File: src/rtl/dmem_arbiter.sv
// Two-port arbiter and sequencer for the single-port word data memory.
// Byte-addressed byte/half/word requests are turned into word accesses;
// sub-word stores use read-modify-write, loads are extended to 32 bits.
`timescale 1ns/1ps
module dmem_arbiter #(
    parameter int unsigned ADDR_W = 12,
    parameter bit          RR_EN  = 1'b1
) (
    input  logic        clk,
    input  logic        rst,
    input  logic        p0_req,
    input  logic        p0_we,
    input  logic [1:0]  p0_size,
    input  logic        p0_unsigned,
    input  logic [31:0] p0_addr,
    input  logic [31:0] p0_wdata,
    output logic        p0_ack,
    output logic        p0_err,
    output logic [31:0] p0_rdata,
    input  logic        p1_req,
    input  logic        p1_we,
    input  logic [1:0]  p1_size,
    input  logic        p1_unsigned,
    input  logic [31:0] p1_addr,
    input  logic [31:0] p1_wdata,
    output logic        p1_ack,
    output logic        p1_err,
    output logic [31:0] p1_rdata,
    output logic        mem_write_en,
    output logic [31:0] mem_addr,
    output logic [31:0] mem_write_data,
    input  logic [31:0] mem_read_data
);

    typedef enum logic [1:0] {IDLE, ACCESS, WRITE, RESP} state_t;

    state_t      state;
    logic        grant;
    logic        last_grant;
    logic        l_we;
    logic [1:0]  l_size;
    logic        l_unsigned;
    logic [1:0]  l_lane;

    logic        any_req;
    logic        sel;
    logic        s_we;
    logic [1:0]  s_size;
    logic        s_unsigned;
    logic [31:0] s_addr;
    logic [31:0] s_wdata;
    logic        s_bad;
    logic        unused_addr;

    // Extract the addressed lane of a memory word and extend it.
    function automatic logic [31:0] load_ext(input logic [31:0] w, input logic [1:0] lane,
                                             input logic [1:0] size, input logic uns);
        logic [31:0] sh;
        sh = w >> {lane, 3'b000};
        case (size)
            2'b00:   return uns ? {24'h0, sh[7:0]}  : {{24{sh[7]}}, sh[7:0]};
            2'b01:   return uns ? {16'h0, sh[15:0]} : {{16{sh[15]}}, sh[15:0]};
            default: return w;
        endcase
    endfunction

    // Replace the addressed byte/half lane of the old word with store data.
    function automatic logic [31:0] merge_lane(input logic [31:0] old, input logic [31:0] wd,
                                               input logic [1:0] lane, input logic [1:0] size);
        logic [31:0] m;
        m = old;
        if (size == 2'b00)
            m[{lane, 3'b000} +: 8] = wd[7:0];
        else
            m[{lane[1], 4'b0000} +: 16] = wd[15:0];
        return m;
    endfunction

    // Pick the port to serve and check its request for alignment/size errors.
    always_comb begin
        any_req = p0_req | p1_req;
        if (p0_req && p1_req)
            sel = RR_EN ? ~last_grant : 1'b0;
        else
            sel = p1_req;
        s_we       = sel ? p1_we       : p0_we;
        s_size     = sel ? p1_size     : p0_size;
        s_unsigned = sel ? p1_unsigned : p0_unsigned;
        s_addr     = sel ? p1_addr     : p0_addr;
        s_wdata    = sel ? p1_wdata    : p0_wdata;
        s_bad      = (s_size == 2'b11) ||
                     (s_size == 2'b01 && s_addr[0]) ||
                     (s_size == 2'b10 && s_addr[1:0] != 2'b00);
    end

    // Address bits above the memory size are ignored (addresses wrap).
    assign unused_addr = ^s_addr[31:ADDR_W+2];

    // Transaction sequencer with registered memory and response outputs.
    always_ff @(posedge clk) begin
        if (rst) begin
            state          <= IDLE;
            grant          <= 1'b0;
            last_grant     <= 1'b1;
            l_we           <= 1'b0;
            l_size         <= '0;
            l_unsigned     <= 1'b0;
            l_lane         <= '0;
            p0_ack         <= 1'b0;
            p0_err         <= 1'b0;
            p0_rdata       <= '0;
            p1_ack         <= 1'b0;
            p1_err         <= 1'b0;
            p1_rdata       <= '0;
            mem_write_en   <= 1'b0;
            mem_addr       <= '0;
            mem_write_data <= '0;
        end else begin
            case (state)
                IDLE: begin
                    if (any_req) begin
                        grant      <= sel;
                        last_grant <= sel;
                        l_we       <= s_we;
                        l_size     <= s_size;
                        l_unsigned <= s_unsigned;
                        l_lane     <= s_addr[1:0];
                        if (s_bad) begin
                            state  <= RESP;
                            p0_ack <= ~sel;
                            p1_ack <= sel;
                            p0_err <= ~sel;
                            p1_err <= sel;
                        end else begin
                            state          <= ACCESS;
                            mem_addr       <= {{(32-ADDR_W){1'b0}}, s_addr[ADDR_W+1:2]};
                            mem_write_en   <= s_we && (s_size == 2'b10);
                            mem_write_data <= s_wdata;
                        end
                    end
                end
                ACCESS: begin
                    mem_write_en <= 1'b0;
                    if (l_we && l_size != 2'b10) begin
                        // Sub-word store: old word is on mem_read_data now; write merged word next.
                        mem_write_data <= merge_lane(mem_read_data, mem_write_data, l_lane, l_size);
                        mem_write_en   <= 1'b1;
                        state          <= WRITE;
                    end else begin
                        state    <= RESP;
                        p0_ack   <= ~grant;
                        p1_ack   <= grant;
                        p0_rdata <= (!grant && !l_we) ? load_ext(mem_read_data, l_lane, l_size, l_unsigned) : '0;
                        p1_rdata <= (grant && !l_we)  ? load_ext(mem_read_data, l_lane, l_size, l_unsigned) : '0;
                    end
                end
                WRITE: begin
                    mem_write_en <= 1'b0;
                    p0_ack       <= ~grant;
                    p1_ack       <= grant;
                    state        <= RESP;
                end
                RESP: begin
                    p0_ack   <= 1'b0;
                    p0_err   <= 1'b0;
                    p0_rdata <= '0;
                    p1_ack   <= 1'b0;
                    p1_err   <= 1'b0;
                    p1_rdata <= '0;
                    state    <= IDLE;
                end
                default: state <= IDLE;
            endcase
        end
    end

endmodule

File: config.mk
export PLATFORM = sky130hd
export DESIGN_NAME = dmem_arbiter
export DESIGN_NICKNAME = d
export VERILOG_FILES = /design/src/rtl/dmem_arbiter.sv
export SDC_FILE = /design/constraint.sdc
export NUM_CORES = 1
export LEC_CHECK = 0
export ABC_AREA = 1
export ABC_CLOCK_PERIOD_IN_PS = 4200
export CAP_MARGIN = 20
export CORE_ASPECT_RATIO = 0.6
export CORE_MARGIN = 2
export CORE_UTILIZATION = 35
export CTS_CLUSTER_DIAMETER = 200
export DETAILED_ROUTE_END_ITERATION = 10
export GPL_ROUTABILITY_DRIVEN = 0
export PLACE_DENSITY = 0.68
export SKIP_CTS_REPAIR_TIMING = 1
export SYNTH_ARGS = -nofsm -noshare
export SYNTH_HDL_FRONTEND = slang
export SYNTH_SLANG_ARGS = --single-unit
File: constraint.sdc
create_clock -name clk -period 4.2 [get_ports clk]
set_input_delay 0.63 -clock clk [delete_from_list [all_inputs] [get_ports clk]]
set_output_delay 0.63 -clock clk [all_outputs]
set_load 0.05 [all_outputs]
==> results.yml <==
logic_synthesis:
  yosys_warnings: 0
  synthAdderAreaFrac_pct: 1.38
  synthSimpleGateAreaFrac_pct: 34.8
  synth_seq_cells: 123
  async_flop_share_pct: 0
  synth_xor_area_share_pct: 0
  synth-edff-count: 0
  yosysSeqAreaShare_pct: 34.0
  ys.flop_type: "dfxtp_1"
  yosysTopAreaCell: "dfxtp_1"
  synth_area_sq_um: 7250
  synth_compound_area_share_pct: 18.6
  yosys-top-cells-area: "dfxtp_1 (34%), nand2_1 (17%), nor2_1 (7.6%)"
  synth_mux_area_share_pct: 0
  synth_top_family_by_area: "simple AND/OR/NAND/NOR gates"
  netlist.area_leader.share_pct: 34.0
  ys_types: 33
  synthesis.instances: 1178
  avgSynthCellArea_sq_um: 6.15
power:
  powerDensity_nw_per_um2: 641
  ir_drop_uv: 301
  p_leak_nw: 4.25
  power_mw: 6.69
global_routing:
  grt-ovfl-total: 0
  first_global_vias: 7690
  grt_max_degree: 69
  grt_use_total_pct: 25.3
  grt_pass1_wl_mm: 42.6
  antenna_found_initial: 0
final_layout:
  nFillCells: 2010
  fin_cells: 1674
  drive_above_1_share_pct: 4.71
  fin_area_sq_um: 10400
  synthToLayoutAreaGrowth_pct: 44.0
  final_nets: 1568
  mostFrequentLayoutCells: "nand2_1 (337), clkdlybuf4s50_1 (247), nor2_1 (147)"
  layout_commonest_cell: "nand2_1"
  diodes: 0
  finish.utilization_pct: 51.8
sta:
  rsz0062_at_grt: "false"
  min_period_ns: 2.96
  hold_viol: 0
  setup_viol: 0
  maxSlewViolCount: 0
  tns_ns: 0
  period_share_pct: 70.4
  worstMarginPinSlew_ns: 0.800
  slew_headroom_pct: 46.4
  skew_ns: 0.0107
  max_freq_mhz: 338
detailed_routing:
  vias: 8504
  drc: 0
  met3_length_mm: 3.06
  drt-total-wl_mm: 28.4
  dr.pass1.iters: 6
  met2_length_mm: 11.7
  drt_iter0_markers: 857
  viasPerCell: 5.08
  wl_per_cell_um: 17.0
  final_antenna_net_count: 0
  top_layer_used: "met4"
  wl_met1_mm: 13.2
clock_network:
  root_buffer: "clkbuf_16"
  cts_tree: "built"
  cts.sinks: 123
  clock_path_buffers: 2
  htreeDepth: 4
  clk_pin_slew_ns: 0.06
  clk_latency_ns: 0.43
  cts_made_buffers: 17
run_status:
  status: "completed"
worst_setup_path:
  r2r_slack_ns: 1.24
  cpLargestDelayFamily: "simple AND/OR/NAND/NOR gates"
  slowest_delay_ns: 0.75
  critPathLaunch: "l_size[1]"
  rr_worst_depth: 10
  critPathKind: "reg -> reg"
  cp-start-kind: "flip-flop"
  endpoint_kind: "flip-flop"
  r2r_end: "mem_write_data[0]"
  crit_fanout: 19
  cp_common_cell: "nand2_1"
  cp_slowest_cell: "dfxtp_1"
  cp.required_ns: 4.52
  worstPathArrival_ns: 3.28
  path_cells: "buf_4 -> nor2_4 -> nor2_1 -> nand2_1 -> nand2_1 -> inv_1 -> nand3_4 -> nand2_1 -> nand2_1 -> nor2_1"
  cp.buffers_inverters: 2
  rr_startpoint: "l_size[1]"
die:
  row_count: 40
  die_h_um: 115
  die_x_um: 190
  die-area_sq_um: 21900
  ios: 305
  coreArea_sq_um: 20200
  start_util_pct: 35.9
min_path:
  hold_depth: 2
  min_from: "rst"
  hold_end: "mem_write_en"
  holdCritPathClass: "in -> reg"
flow_run:
  cap_violations: 0
placed_design:
  numPortBuffers: 248
  place_area_sq_um: 9750
  hpwl_mm: 20.9
  dp_cells: 1639
[power by group]
group	total, mW	switching (mW)	leakage (nW)	internal [mW]
logic	3.50	2.42	2.94	1.08
registers	1.64	0.208	1.00	1.44
clock network	1.55	0.633	0.303	0.915
total	6.69	3.26	4.25	3.43
[cell families (layout without fill, tap and decap cells)]
group | count (synthesis) | after routing
AOI/OAI and AO/OA | 252 | 252
DFF | 123 | 123
adders and majority gates | 8 | 8
buffers and inverters | 181 | 385
and+or+nand+nor | 613 | 613
other | 1 | 20
[worst max path at each step]
stage / end / cells after the start
2_1_floorplan: mem_write_data[17] / 12
3_3_place_gp: mem_write_data[17] / 14
3_5_place_dp: mem_write_data[27] / 14
4_1_cts: p0_rdata[13] / 8
5_1_grt: mem_write_data[4] / 10
6_report: mem_write_data[0] / 10
[cell usage after synthesis, types with 6 or more instances]
| master | n |
|---|---|
| a21oi_1 | 105 |
| buf_1 | 8 |
| buf_2 | 20 |
| buf_4 | 23 |
| clkbuf_1 | 37 |
| dfxtp_1 | 123 |
| ha_1 | 8 |
| inv_1 | 83 |
| nand2_1 | 337 |
| nand3_1 | 100 |
| nand4_1 | 9 |
| nor2_1 | 147 |
| nor3_1 | 6 |
| o211ai_1 | 10 |
| o21ai_0 | 108 |
| o22ai_1 | 12 |
| o31ai_1 | 7 |
[area by class of cell]
type / instances / area (sq um) / share of cell area, %
multi-input cells: 893 / 4050 / 38.7
repair buffers: 263 / 2640 / 25.3
flip-flops and latches: 123 / 2460 / 23.6
clock buffers: 18 / 439 / 4.21
well taps: 273 / 342 / 3.27
inverters: 90 / 338 / 3.24
clock inverters: 14 / 173 / 1.65
[through the flow]
step,setup slack [ns],hold WS [ns]
2_1_floorplan,2.21,0.448
3_3_place_gp,1.19,0.453
3_5_place_dp,1.14,0.455
4_1_cts,1.24,0.434
5_1_grt,0.872,0.456
6_report,1.24,0.456
[sequential cells by signal, summed over array words and instances (netlist names), 2 cells and up]
| register | cells |
|---|---|
| p1_rdata | 32 |
| mem_addr | 12 |
| state | 2 |
| l_lane | 2 |
| p0_rdata | 32 |
| mem_write_data | 32 |
| l_size | 2 |
[per-layer routing]
layer | global-route usage, % | vias to the layer above
li1 | - | 4210
met1 | 34.7 | 3856
met2 | 38.1 | 400
met3 | 8.60 | 38
met4 | 6.61 | 0
met5 | 0 | -
(Power assumes the default switching activity.)
